$ cat src/rtl/spi_mstr_mcs.sv
// SPI mode-0 master with NUM_SS one-hot-low slave selects and fully registered outputs.
// Define SPI_MCS_ERR_EN to add the 'err' pulse reporting an out-of-range ss_sel.
module spi_mstr_mcs #(
  parameter int NUM_SS   = 5,
  parameter int SEL_W    = 3,
  parameter int DATA_W   = 16,
  parameter int SCLK_DIV = 16
) (
  input  logic              clk,
  input  logic              rst_n,
  input  logic              wrt,
  input  logic [SEL_W-1:0]  ss_sel,
  input  logic [DATA_W-1:0] data_out,
  output logic [DATA_W-1:0] data_in,
  output logic              done,
  output logic              busy,
  output logic              SCLK,
  output logic              MOSI,
  input  logic              MISO,
  output logic [NUM_SS-1:0] ss_n
`ifdef SPI_MCS_ERR_EN
  , output logic            err
`endif
);

  localparam int HALF  = SCLK_DIV / 2;
  localparam int CNT_W = (HALF > 1) ? $clog2(HALF) : 1;
  localparam int BIT_W = $clog2(DATA_W);
  localparam logic [SEL_W:0] NumSsL = (SEL_W+1)'(NUM_SS);

  typedef enum logic [1:0] {IDLE, FRONT, SHIFT, BACK} state_t;

  state_t              state_q, state_d;
  logic [CNT_W-1:0]    cnt_q, cnt_d;
  logic [BIT_W-1:0]    bit_q, bit_d;
  logic [DATA_W-2:0]   tx_q, tx_d;
  logic [DATA_W-1:0]   rx_q, rx_d;
  logic [DATA_W-1:0]   data_in_q, data_in_d;
  logic [NUM_SS-1:0]   ss_n_q, ss_n_d;
  logic                sclk_q, sclk_d;
  logic                mosi_q, mosi_d;
  logic                busy_q, busy_d;
  logic                done_q, done_d;
`ifdef SPI_MCS_ERR_EN
  logic                err_q, err_d;
`endif

  logic cntEnd;
  logic selLegal;

  assign cntEnd   = (cnt_q == CNT_W'(HALF - 1));
  assign selLegal = ({1'b0, ss_sel} < NumSsL);

  // Reset clears everything at once so an interrupted transfer never resumes.
  always_ff @(posedge clk or negedge rst_n) begin
    if (!rst_n) begin
      state_q   <= IDLE;
      cnt_q     <= '0;
      bit_q     <= '0;
      tx_q      <= '0;
      rx_q      <= '0;
      data_in_q <= '0;
      ss_n_q    <= '1;
      sclk_q    <= 1'b0;
      mosi_q    <= 1'b0;
      busy_q    <= 1'b0;
      done_q    <= 1'b0;
`ifdef SPI_MCS_ERR_EN
      err_q     <= 1'b0;
`endif
    end else begin
      state_q   <= state_d;
      cnt_q     <= cnt_d;
      bit_q     <= bit_d;
      tx_q      <= tx_d;
      rx_q      <= rx_d;
      data_in_q <= data_in_d;
      ss_n_q    <= ss_n_d;
      sclk_q    <= sclk_d;
      mosi_q    <= mosi_d;
      busy_q    <= busy_d;
      done_q    <= done_d;
`ifdef SPI_MCS_ERR_EN
      err_q     <= err_d;
`endif
    end
  end

  // A wrt coinciding with done is blocked by done_q so a new transfer starts a cycle later.
  always_comb begin
    state_d   = state_q;
    cnt_d     = cnt_q;
    bit_d     = bit_q;
    tx_d      = tx_q;
    rx_d      = rx_q;
    data_in_d = data_in_q;
    ss_n_d    = ss_n_q;
    sclk_d    = sclk_q;
    mosi_d    = mosi_q;
    busy_d    = busy_q;
    done_d    = 1'b0;
`ifdef SPI_MCS_ERR_EN
    err_d     = 1'b0;
`endif
    case (state_q)
      IDLE: begin
        if (wrt && !done_q) begin
          if (selLegal) begin
            state_d = FRONT;
            busy_d  = 1'b1;
            cnt_d   = '0;
            bit_d   = '0;
            mosi_d  = data_out[DATA_W-1];
            tx_d    = data_out[DATA_W-2:0];
            for (int i = 0; i < NUM_SS; i++) ss_n_d[i] = (SEL_W'(i) != ss_sel);
          end
`ifdef SPI_MCS_ERR_EN
          else begin
            err_d = 1'b1;
          end
`endif
        end
      end
      FRONT: begin
        cnt_d = cnt_q + 1'b1;
        if (cntEnd) begin
          cnt_d   = '0;
          state_d = SHIFT;
        end
      end
      SHIFT: begin
        cnt_d = cnt_q + 1'b1;
        if (cntEnd) begin
          cnt_d = '0;
          if (!sclk_q) begin
            sclk_d = 1'b1;
            rx_d   = {rx_q[DATA_W-2:0], MISO};
          end else begin
            sclk_d = 1'b0;
            if (bit_q == BIT_W'(DATA_W - 1)) begin
              state_d = BACK;
            end else begin
              bit_d  = bit_q + 1'b1;
              mosi_d = tx_q[DATA_W-2];
              tx_d   = {tx_q[DATA_W-3:0], 1'b0};
            end
          end
        end
      end
      BACK: begin
        cnt_d = cnt_q + 1'b1;
        if (cntEnd) begin
          cnt_d     = '0;
          state_d   = IDLE;
          ss_n_d    = '1;
          busy_d    = 1'b0;
          done_d    = 1'b1;
          data_in_d = rx_q;
        end
      end
      default: state_d = IDLE;
    endcase
  end

  assign data_in = data_in_q;
  assign done    = done_q;
  assign busy    = busy_q;
  assign SCLK    = sclk_q;
  assign MOSI    = mosi_q;
  assign ss_n    = ss_n_q;
`ifdef SPI_MCS_ERR_EN
  assign err     = err_q;
`endif

endmodule

$ cat config.mk
export PLATFORM = sky130hd
export DESIGN_NAME = spi_mstr_mcs
export DESIGN_NICKNAME = d
export VERILOG_FILES = /design/src/rtl/spi_mstr_mcs.sv
export SDC_FILE = /design/constraint.sdc
export NUM_CORES = 1
export LEC_CHECK = 0
export CAP_MARGIN = 30
export CORE_ASPECT_RATIO = 1.4
export CORE_UTILIZATION = 43
export DETAILED_ROUTE_END_ITERATION = 7
export PLACE_DENSITY = 0.72
export SLEW_MARGIN = 40
export SYNTH_ARGS = -nofsm -noshare
export SYNTH_HDL_FRONTEND = slang
export SYNTH_SLANG_ARGS = --single-unit
$ cat constraint.sdc
create_clock -name clk -period 1.7 [get_ports clk]
set_input_delay 0.34 -clock clk [delete_from_list [all_inputs] [get_ports clk]]
set_output_delay 0.34 -clock clk [all_outputs]
set_load 0.01 [all_outputs]
==> summary.txt <==
Critical path
  – FF-to-FF setup slack: -0.19 ns
  – WP data required: 1.92 ns
  – Top fanout value on the critical path: 5
  – Worst Setup Start Kind: register
  – Reg2Reg Launch Point: cnt_q[1]
  – R2r endpoint: tx_q[3]
  – Crit path kind: reg -> reg
  – Worst Reg2Reg Path Length in Cells: 8
  – CP endpoint kind: register
  – Crit path launch: cnt_q[1]
  – Worst Path Arrival: 2.12 ns

Floorplanning
  – Initial Util: 45.5%
  – Die Width: 71.2 um
  – Cell row count: 34
  – Die Area: 7040 um^2
  – Die Height: 98.9 um
  – I/O pin cnt: 48
  – Floorplan Core Area: 6340 um^2

Placement
  – Dpl hpwl: 3350 um
  – GP Congestion: 0.735
  – Pre-CTS setup slack: -0.366 ns
  – Port buffer count: 47

Power and ir drop
  – Flop pwr share: 50.6%
  – Combinational fraction of design power: 3.9%
  – Int Pwr: 2460 uW
  – Sw frac: 20.2%
  – Leak: 0.00201 uW
  – Clock power share: 45.5%
  – Psw: 625 uW
  – Worst vdd ir: 0.522 mV
  – PD cells: 748 nW/um^2

Timing
  – Slew @ Worst Pin: 0.343 ns
  – Final WS setup: -0.193 ns
  – Fin. Hold Viols: 0
  – Final Skew: 0.00625 ns
  – RSZ-0062 raised after global routing: true
  – Highest clock rate: 528 MHz
  – Final Cycle Share: 111%
  – Endpoints failing setup: 20
  – Final Slew Violations: 0
  – Max-slew headroom: 77.1%
  – Hold Worst Slack: 0.00236 ns
  – Period minus WS final: 1.89 ns

Detailed routing
  – Antenna-violating nets left: 0
  – Final Routed Wirelength: 5480 um
  – First-pass iteration count of the detailed router: 6
  – WL per Instance: 15.0 um
  – DRT iter0 DRCs: 77
  – Vias/cell: 5.28
  – Via count: 1931
  – Drt drc: 4

Clocking
  – H-tree Lvls: 3
  – Worst-skew pair later-pin latency: 0.34 ns
  – CTS tree: built
  – Clk pin slew, worst setup/hold paths: 0.07 ns
  – CTS root buf: clkbuf_8
  – Clock Tree Buf Depth: 2
  – Hold_buf cts: 0
  – CTS buffer count: 9
  – Sink Count: 65

Finish
  – Area occupied by multi-input gates: 1350 um^2
  – Antenna cell count: 0
  – Area growth, synth to finish: 43.2%
  – Reg area: 1630 um^2
  – Nets: 320
  – Layout cell share with drive strength beyond 1: 45.6%
  – Fill count: 464

Outcome
  – Status: finished, violations left
  – Failing checks: design-rule violations, negative setup slack

GRT
  – Vias in the first global route: 2020
  – Gr usage total: 17.2%
  – Pin count of the biggest net entering global routing: 66
  – Initial antenna violation count: 0
  – Remaining Overflow, GRT: 0
  – First-pass GRT wire length: 9220 um

Min path
  – Hold WC Path Type: in -> async

Logic synthesis
  – Synthesized area: 2880 um^2
  – Seq/Total Area, Yosys: 56.6%
  – Synthesized netlist net count: 237
  – Synth warn: 0
  – Syn_area_per_cell: 14.0 um^2
  – Gate Count Post-Synth: 206
  – Post-synth cell types: 34
  – Seq cells post-synth: 65

Job
  – Max cap viols: 0
[sequential cells by signal, summed over array words and instances, names as in the netlist]
signal	count
MOSI	1
SCLK	1
bit_q	4
busy	1
cnt_q	3
data_in	16
done	1
rx_q	16
ss_n	5
state_q	2
tx_q	15
[cell usage in the layout, fill, tap and decap left out, types with 2 or more instances in the layout]
cell and n:
inv_2 2, dlygate4sd2_1 5, clkbuf_8 13, mux2i_1 2, ha_4 5, nor2_1 8, nand2_4 2, nand3_1 2
a41oi_1 3, buf_6 3, inv_1 7, buf_12 4, dfrtp_1 59, buf_2 2, clkdlybuf4s50_1 41, mux2_2 47
o211ai_1 2, a221oi_4 2, nor2b_1 3, a21bo_1 2, o21ai_0 2, mux2_4 12, ha_1 3, nand3b_1 2
buf_4 25, mux2_1 7, dfstp_2 5
[power groups by stage]
stage | Sequential, uW | Combinational [uW] | Clock, uW
3_3_place_gp | 1590 | 120 | 0
2_1_floorplan | 1590 | 13.5 | 0
4_1_cts | 1560 | 121 | 1440
5_1_grt | 1560 | 133 | 1500
6_report | 1560 | 119 | 1400
3_5_place_dp | 1590 | 121 | 0
[cell usage after synthesis, drive strengths merged]
cell type  instances  area [um^2]
ha                 8          100
a21bo              2         20.0
clkbuf             3         11.3
dfrtp             60         1500
o211a              1         10.0
o21ai              2         10.0
a31oi              1         6.26
a21oi              1         5.00
a221o              1         10.0
nand2              4         15.0
nand2b             2         12.5
xnor2              1         8.76
mux2              66          743
nor3               1         5.00
and4b              1         10.0
nor2b              3         18.8
a221oi             2         35.0
o211ai             2         15.0
mux2i              2         20.0
inv                9         33.8
a22oi              1         7.51
dfstp              5          131
or2                1         6.26
nor3b              1         7.51
buf                6         28.8
nand3b             2         15.0
a41oi              4         35.0
nand3              3         15.0
nand4              1         6.26
and2               1         6.26
nor2               9         33.8
[worst max-delay path by stage]
| stage | slack [ns] | endpoint | cells after the start |
|---|---|---|---|
| 2_1_floorplan | -0.11 | MOSI | 7 |
| 3_3_place_gp | -0.34 | tx_q[6] | 6 |
| 3_5_place_dp | -0.37 | tx_q[8] | 6 |
| 4_1_cts | -0.16 | bit_q[2] | 8 |
| 5_1_grt | -0.24 | tx_q[12] | 8 |
| 6_report | -0.19 | tx_q[3] | 8 |
[cells by family (layout without fill, tap and decap cells)]
family | after synthesis | in the layout | synth area share, %
compound gates | 17 | 17 | 5.34
mux | 68 | 68 | 26.5
buf+inv | 18 | 106 | 2.56
fa+ha+maj | 8 | 8 | 3.47
xor+xnor | 1 | 1 | 0.304
simple gates | 29 | 29 | 5.25
flops | 65 | 65 | 56.6
[metal layers]
layer  GRT usage (%)  vias up  wire length, um
li1                -      902                -
met1            20.3      976             2370
met2            28.0       41             2740
met3            3.89       12              262
met4            11.2        0              113
met5               0        -                0
[final cells by class]
type	count	area share [%]
flip-flops and latches	65	39.6
multi-input cells	123	32.8
repair buffers	81	19.2
clock buffers	13	4.33
well taps	72	2.18
clock inverters	3	1.12
inverters	9	0.818
[per-stage QoR]
step	area (um^2)	power, uW	TNS, ns	std cells	utilization [%]
after CTS	4080	3130	-3.06	363	64.4
after detailed placement	3670	1710	-10.39	341	57.9
final	4130	3090	-2.79	366	65.1
after floorplan	2950	1610	-2.11	206	-
after global placement	3670	1710	-9.21	341	57.9
after global routing	4130	3190	-4.76	366	65.1
[timing repair]
| action | 4_1_cts | 5_1_grt |
|---|---|---|
| pin swaps | 5 | 8 |
| buffers inserted | 4 | 5 |
| gates cloned | 3 | 0 |
| gates resized for setup | 30 | 11 |
| endpoints found under the setup margin | 49 | 54 |
[critical path, cell delays in order, from the launching register on]
cell	delay, ns
dfrtp_1	0.39
ha_4	0.16
ha_4	0.14
nand2_4	0.05
a221oi_4	0.25
o211ai_1	0.17
buf_4	0.19
buf_16	0.14
mux2_4	0.29
No activity file was read; power rests on OpenSTA's default activity.
